<file path="src/rtl/wishbone_mem_arbiter.sv">
// wishbone_mem_arbiter
//   Two-master Wishbone arbiter feeding a single memory interconnect port.
//   Round-robin between m0 and m1; a grant is held for the whole cyc window
//   and handed straight to a waiting master with no idle bubble. Only the
//   granted master sees ack/read data; interrupt is broadcast to both.
//
// Optional feature (macro ARB_TIMEOUT_EN):
//   A watchdog that completes a strobe locally with ack and all-ones data
//   after TIMEOUT unacknowledged strobe cycles, pulsing o_timeout.
//   Without the macro, o_timeout is tied low and strobes wait indefinitely.
//
// Parameters:
//   TIMEOUT       cycles of unacknowledged o_mem_stb before the watchdog fires (2..65535)
//
// Ports:
//   clk, rst      clock; asynchronous active-low reset
//   i_m0_*, o_m0_*  master 0 request (we/stb/cyc/sel/adr/dat) and response (dat/ack/int)
//   i_m1_*, o_m1_*  master 1, same set
//   o_mem_*       request to the memory interconnect
//   i_mem_*       response from the memory interconnect (dat/ack/int)
//   o_timeout     one-cycle pulse when the watchdog fires
module wishbone_mem_arbiter #(
    parameter int unsigned TIMEOUT = 1024
) (
    input  logic        clk,
    input  logic        rst,
    input  logic        i_m0_we,
    input  logic        i_m0_stb,
    input  logic        i_m0_cyc,
    input  logic [3:0]  i_m0_sel,
    input  logic [31:0] i_m0_adr,
    input  logic [31:0] i_m0_dat,
    output logic [31:0] o_m0_dat,
    output logic        o_m0_ack,
    output logic        o_m0_int,
    input  logic        i_m1_we,
    input  logic        i_m1_stb,
    input  logic        i_m1_cyc,
    input  logic [3:0]  i_m1_sel,
    input  logic [31:0] i_m1_adr,
    input  logic [31:0] i_m1_dat,
    output logic [31:0] o_m1_dat,
    output logic        o_m1_ack,
    output logic        o_m1_int,
    output logic        o_mem_we,
    output logic        o_mem_stb,
    output logic        o_mem_cyc,
    output logic [3:0]  o_mem_sel,
    output logic [31:0] o_mem_adr,
    output logic [31:0] o_mem_dat,
    input  logic [31:0] i_mem_dat,
    input  logic        i_mem_ack,
    input  logic        i_mem_int,
    output logic        o_timeout
);

    if (TIMEOUT < 2 || TIMEOUT > 65535) begin : g_timeout_range
        $error("wishbone_mem_arbiter: TIMEOUT must be in 2..65535");
    end

    typedef enum logic [1:0] {
        IDLE   = 2'd0,
        GRANT0 = 2'd1,
        GRANT1 = 2'd2
    } state_t;

    state_t state_q, state_d;
    logic   last_q, last_d;
    logic   timeout_hit;

    // State register
    always_ff @(posedge clk or negedge rst) begin
        if (!rst) begin
            state_q <= IDLE;
            last_q  <= 1'b1;
        end else begin
            state_q <= state_d;
            last_q  <= last_d;
        end
    end

    // Next-state logic
    always_comb begin
        state_d = state_q;
        last_d  = last_q;
        case (state_q)
            IDLE: begin
                if (i_m0_cyc && i_m1_cyc) begin
                    // tie: favour the master that was not served last
                    state_d = last_q ? GRANT0 : GRANT1;
                end else if (i_m0_cyc) begin
                    state_d = GRANT0;
                end else if (i_m1_cyc) begin
                    state_d = GRANT1;
                end
            end
            GRANT0: begin
                if (!i_m0_cyc) begin
                    last_d  = 1'b0;
                    state_d = i_m1_cyc ? GRANT1 : IDLE;
                end
            end
            GRANT1: begin
                if (!i_m1_cyc) begin
                    last_d  = 1'b1;
                    state_d = i_m0_cyc ? GRANT0 : IDLE;
                end
            end
            default: begin
                state_d = IDLE;
            end
        endcase
    end

`ifdef ARB_TIMEOUT_EN
    localparam logic [15:0] CNT_LAST = 16'(TIMEOUT - 1);

    logic [15:0] cnt_q, cnt_d;
    logic        to_q, to_d;

    always_ff @(posedge clk or negedge rst) begin
        if (!rst) begin
            cnt_q <= '0;
            to_q  <= 1'b0;
        end else begin
            cnt_q <= cnt_d;
            to_q  <= to_d;
        end
    end

    // Counter clears on ack, idle strobe or grant change; on the last count the
    // following cycle becomes the timeout cycle (o_mem_stb is masked then, so the
    // counter restarts from zero automatically).
    always_comb begin
        cnt_d = '0;
        to_d  = 1'b0;
        if (state_d == state_q && o_mem_stb && !i_mem_ack) begin
            if (cnt_q == CNT_LAST) begin
                to_d = 1'b1;
            end else begin
                cnt_d = cnt_q + 16'd1;
            end
        end
    end

    assign timeout_hit = to_q;
`else
    assign timeout_hit = 1'b0;
`endif

    assign o_timeout = timeout_hit;

    // Output logic: request mux and response routing from the current grant
    always_comb begin
        o_mem_we  = 1'b0;
        o_mem_stb = 1'b0;
        o_mem_cyc = 1'b0;
        o_mem_sel = '0;
        o_mem_adr = '0;
        o_mem_dat = '0;
        o_m0_ack  = 1'b0;
        o_m0_dat  = '0;
        o_m1_ack  = 1'b0;
        o_m1_dat  = '0;
        o_m0_int  = i_mem_int;
        o_m1_int  = i_mem_int;
        case (state_q)
            GRANT0: begin
                o_mem_we  = i_m0_we;
                o_mem_stb = i_m0_stb & ~timeout_hit;
                o_mem_cyc = i_m0_cyc;
                o_mem_sel = i_m0_sel;
                o_mem_adr = i_m0_adr;
                o_mem_dat = i_m0_dat;
                o_m0_ack  = timeout_hit | i_mem_ack;
                o_m0_dat  = timeout_hit ? '1 : i_mem_dat;
            end
            GRANT1: begin
                o_mem_we  = i_m1_we;
                o_mem_stb = i_m1_stb & ~timeout_hit;
                o_mem_cyc = i_m1_cyc;
                o_mem_sel = i_m1_sel;
                o_mem_adr = i_m1_adr;
                o_mem_dat = i_m1_dat;
                o_m1_ack  = timeout_hit | i_mem_ack;
                o_m1_dat  = timeout_hit ? '1 : i_mem_dat;
            end
            default: begin
            end
        endcase
    end

endmodule

</file>
<file path="config.mk">
export PLATFORM = sky130hd
export DESIGN_NAME = wishbone_mem_arbiter
export DESIGN_NICKNAME = d
export VERILOG_FILES = /design/src/rtl/wishbone_mem_arbiter.sv
export SDC_FILE = /design/constraint.sdc
export NUM_CORES = 1
export LEC_CHECK = 0
export BUFFER_PORTS_ARGS = -buffer_cell sky130_fd_sc_hd__buf_2
export CAP_MARGIN = 10
export CORE_AREA = 2 2 122 124
export DETAILED_ROUTE_END_ITERATION = 6
export DIE_AREA = 0 0 124 126
export PLACE_DENSITY = 0.51
export RECOVER_POWER = 50
export SKIP_LAST_GASP = 1
export SLEW_MARGIN = 20
export SYNTH_ARGS = -nofsm -noshare
export SYNTH_HDL_FRONTEND = slang
export SYNTH_SLANG_ARGS = --single-unit
</file>
<file path="constraint.sdc">
create_clock -name clk -period 1.8 [get_ports clk]
set_input_delay 0.18 -clock clk [delete_from_list [all_inputs] [get_ports clk]]
set_output_delay 0.18 -clock clk [all_outputs]
set_load 0.05 [all_outputs]
</file>
==> results.json <==
{
  "h-tree-depth": 1,
  "die_h_um": 126,
  "switchingPower_mw": 5.957,
  "diodes": 0,
  "antenna_found_initial": 0,
  "ys_ff_latch": 3,
  "setup_ws_ns": -0.03062,
  "initial_utilization": 0.1269,
  "worstSetupPathType": "flop to output port",
  "seq_area_frac_synth": 0.04201,
  "final_nets": 769,
  "power_frac_clock": 0.034,
  "via_per_inst": 4.278,
  "hold_violations": 0,
  "r2r-end": "state_q[1]$_DFFE_PN0P_",
  "postRouteAntennaNets": 0,
  "grt_pass1_wl_mm": 17.14,
  "areaGrowthSynthToFinish_pct": 187.5,
  "cts.sinks": 3,
  "first_pass_iters": 4,
  "routed_wl_mm": 12.85,
  "rsz0062_at_grt": "true",
  "synth_cell_types": 23,
  "r2r-start": "state_q[0]$_DFFE_PN0P_",
  "drive_above_1_share": 0.8376,
  "pre_cts_slack_ns": 0.05017,
  "worstPathRequired_ns": 1.62,
  "finalMaxSlewViolations": 0,
  "ff2ff_path_depth": 7,
  "period_share": 1.017,
  "drc_errors": 0,
  "die_x_um": 124,
  "dp.final_hpwl_mm": 8.392,
  "violations": "negative setup slack",
  "avgSynthCellArea_um2": 6.779,
  "insertion_delay_ns": 0.22,
  "fin_setup_tns_ns": -0.07157,
  "place.port_buffers": 313,
  "synth_nets": 451,
  "crit_path_start": "state_q[0]$_DFFE_PN0P_",
  "gp_congestion": 0.7795,
  "synthCells": 268,
  "routedWlPerCell_um": 16.71,
  "grt_use_total": 0.1425,
  "total_leakage_power_nw": 2.438,
  "cp_max_fo": 13,
  "p_per_area_mw_per_mm2": 2004,
  "switching_share": 0.5691,
  "p_comb_frac": 0.953,
  "setup_violations": 7,
  "dieArea_mm2": 0.01562,
  "cp.arrival_ns": 1.65,
  "hp-class": "input pin to flop",
  "max_cap_viol_count": 0,
  "fmax_mhz": 546.3,
  "ys_warn_count": 0,
  "cts_tree": "built",
  "setup.worst_path.end_class": "output port",
  "cts_made_buffers": 3,
  "grt-ovfl-total": 0,
  "final.hold.worst_slack_ns": 0.3047,
  "finClkSkew_ns": 0.002242,
  "path_clk_slew_ns": 0.03,
  "first_iter_violations": 49,
  "synth.area.top_cells": "a22oi_1, nor2b_1, and2_1, buf_2, ha_1",
  "rows": 44,
  "synth_top_cell_by_area": "a22oi_1",
  "seqPwrFrac": 0.013,
  "r2r_slack_ns": 0.15,
  "ir_drop_mv": 0.9894,
  "endpoint": "o_mem_adr[20]",
  "holdPathStages": 3,
  "total_power_mw": 10.47,
  "synth_top_area_frac": 0.2893,
  "period_minus_slack_ns": 1.831,
  "num_io_pins": 318,
  "min-delay-start": "i_m0_cyc",
  "clockBufferDepth": 2,
  "status": "complete, but fails checks",
  "grt_pass1_vias": 3253,
  "startpoint_type": "flop",
  "internal_power_mw": 4.510,
  "vias": 3290,
  "grt_max_degree": 28,
  "ctsRootBufferMaster": "clkbuf_16",
  "syn_area_mm2": 0.001817,
  "core_mm2": 0.01431
}
==> state kept, by name (all words and copies together) (netlist names) <==
| signal | flops |
|---|---|
| last_q | 1 |
| state_q | 2 |
==> final cells by class <==
type	count	area, um^2
Multi-Input combinational cell	228	2156
Sequential cell	3	76.32
Timing Repair Buffer	346	2666
Inverter	4	15.01
Clock buffer	4	78.83
Fill cell	1451	9091
Tap cell	184	230.2
==> kinds of logic (layout without fill, tap and decap cells) <==
kind of cell | count (synthesis) | in the layout | synth area share
other cells | 1 | 1 | 0.002064
compound gates | 77 | 77 | 0.3209
buf+inv | 37 | 354 | 0.09435
mux | 2 | 2 | 0.01171
flops | 3 | 3 | 0.04201
simple gates | 143 | 143 | 0.4945
fa+ha+maj | 5 | 5 | 0.03444
==> worst min-delay path by stage <==
stage | endpoint | slack [ns]
after global routing | state_q[0]$_DFFE_PN0P_ | 0.33
after CTS | state_q[0]$_DFFE_PN0P_ | 0.29
final | state_q[0]$_DFFE_PN0P_ | 0.30
after floorplan | state_q[0]$_DFFE_PN0P_ | -0.12
after detailed placement | state_q[0]$_DFFE_PN0P_ | -0.02
after global placement | state_q[0]$_DFFE_PN0P_ | -0.02
==> critical path, stage by stage (launching register included) <==
cell	delay, ns
dfrtp_1	0.38
buf_6	0.13
ha_4	0.18
buf_12	0.15
buf_12	0.14
a22oi_1	0.18
nor2b_2	0.06
buf_4	0.19
==> cell usage after synthesis <==
cell	instances
o41ai_2	1
nand2b_1	2
a31oi_1	1
buf_2	17
a22oi_2	1
or3b_4	1
clkbuf_1	13
dfrtp_1	2
mux2i_1	1
a22oi_1	70
nand3b_1	1
nand2_1	1
conb_1	1
and2_1	66
nand2_2	1
a21o_1	1
dfstp_2	1
buf_4	3
ha_1	5
nor2b_1	71
inv_1	4
mux2_1	1
a21oi_1	3
==> placed cells by master, fill, tap and decap left out, types with 3 or more instances in the layout <==
master	n
buf_16	6
ha_4	3
buf_2	197
clkbuf_4	22
a22oi_1	11
nor2b_4	14
clkbuf_16	7
nor2b_2	57
buf_4	41
a22oi_2	60
buf_12	10
and2_1	64
a21oi_1	3
buf_6	62
==> power by group through the flow <==
stage	logic, mW	clock network, mW	registers, mW
after global routing	10.5	0.361	0.138
after global placement	7.72	0	0.137
after detailed placement	7.67	0	0.135
final	9.98	0.354	0.133
after CTS	9.42	0.360	0.134
after floorplan	5.87	0	0.132
==> metal layers <==
layer  track usage  wire length (um)  vias to the layer above
met2        0.2877              7091                      176
met3       0.01630               899                        8
met4       0.02776               102                        0
met5             0                 0                        -
li1              -                 -                     1561
met1        0.1552              4755                     1545
==> through the flow <==
step,cells,utilization,cell area [um^2]
2_1_floorplan,268,-,2059
3_5_place_dp,744,0.2723,3897
3_3_place_gp,744,0.2723,3897
5_1_grt,769,0.3649,5223
4_1_cts,763,0.3375,4831
6_report,769,0.3649,5223
==> what timing repair did <==
item	CTS	global route
buffers inserted	8	1
endpoints found under the hold margin	3	0
pin swaps	12	15
cloned	6	5
resized for setup	177	91
setup endpoints to repair	87	133
hold buffers	1	0
(Power assumes the default switching activity.)
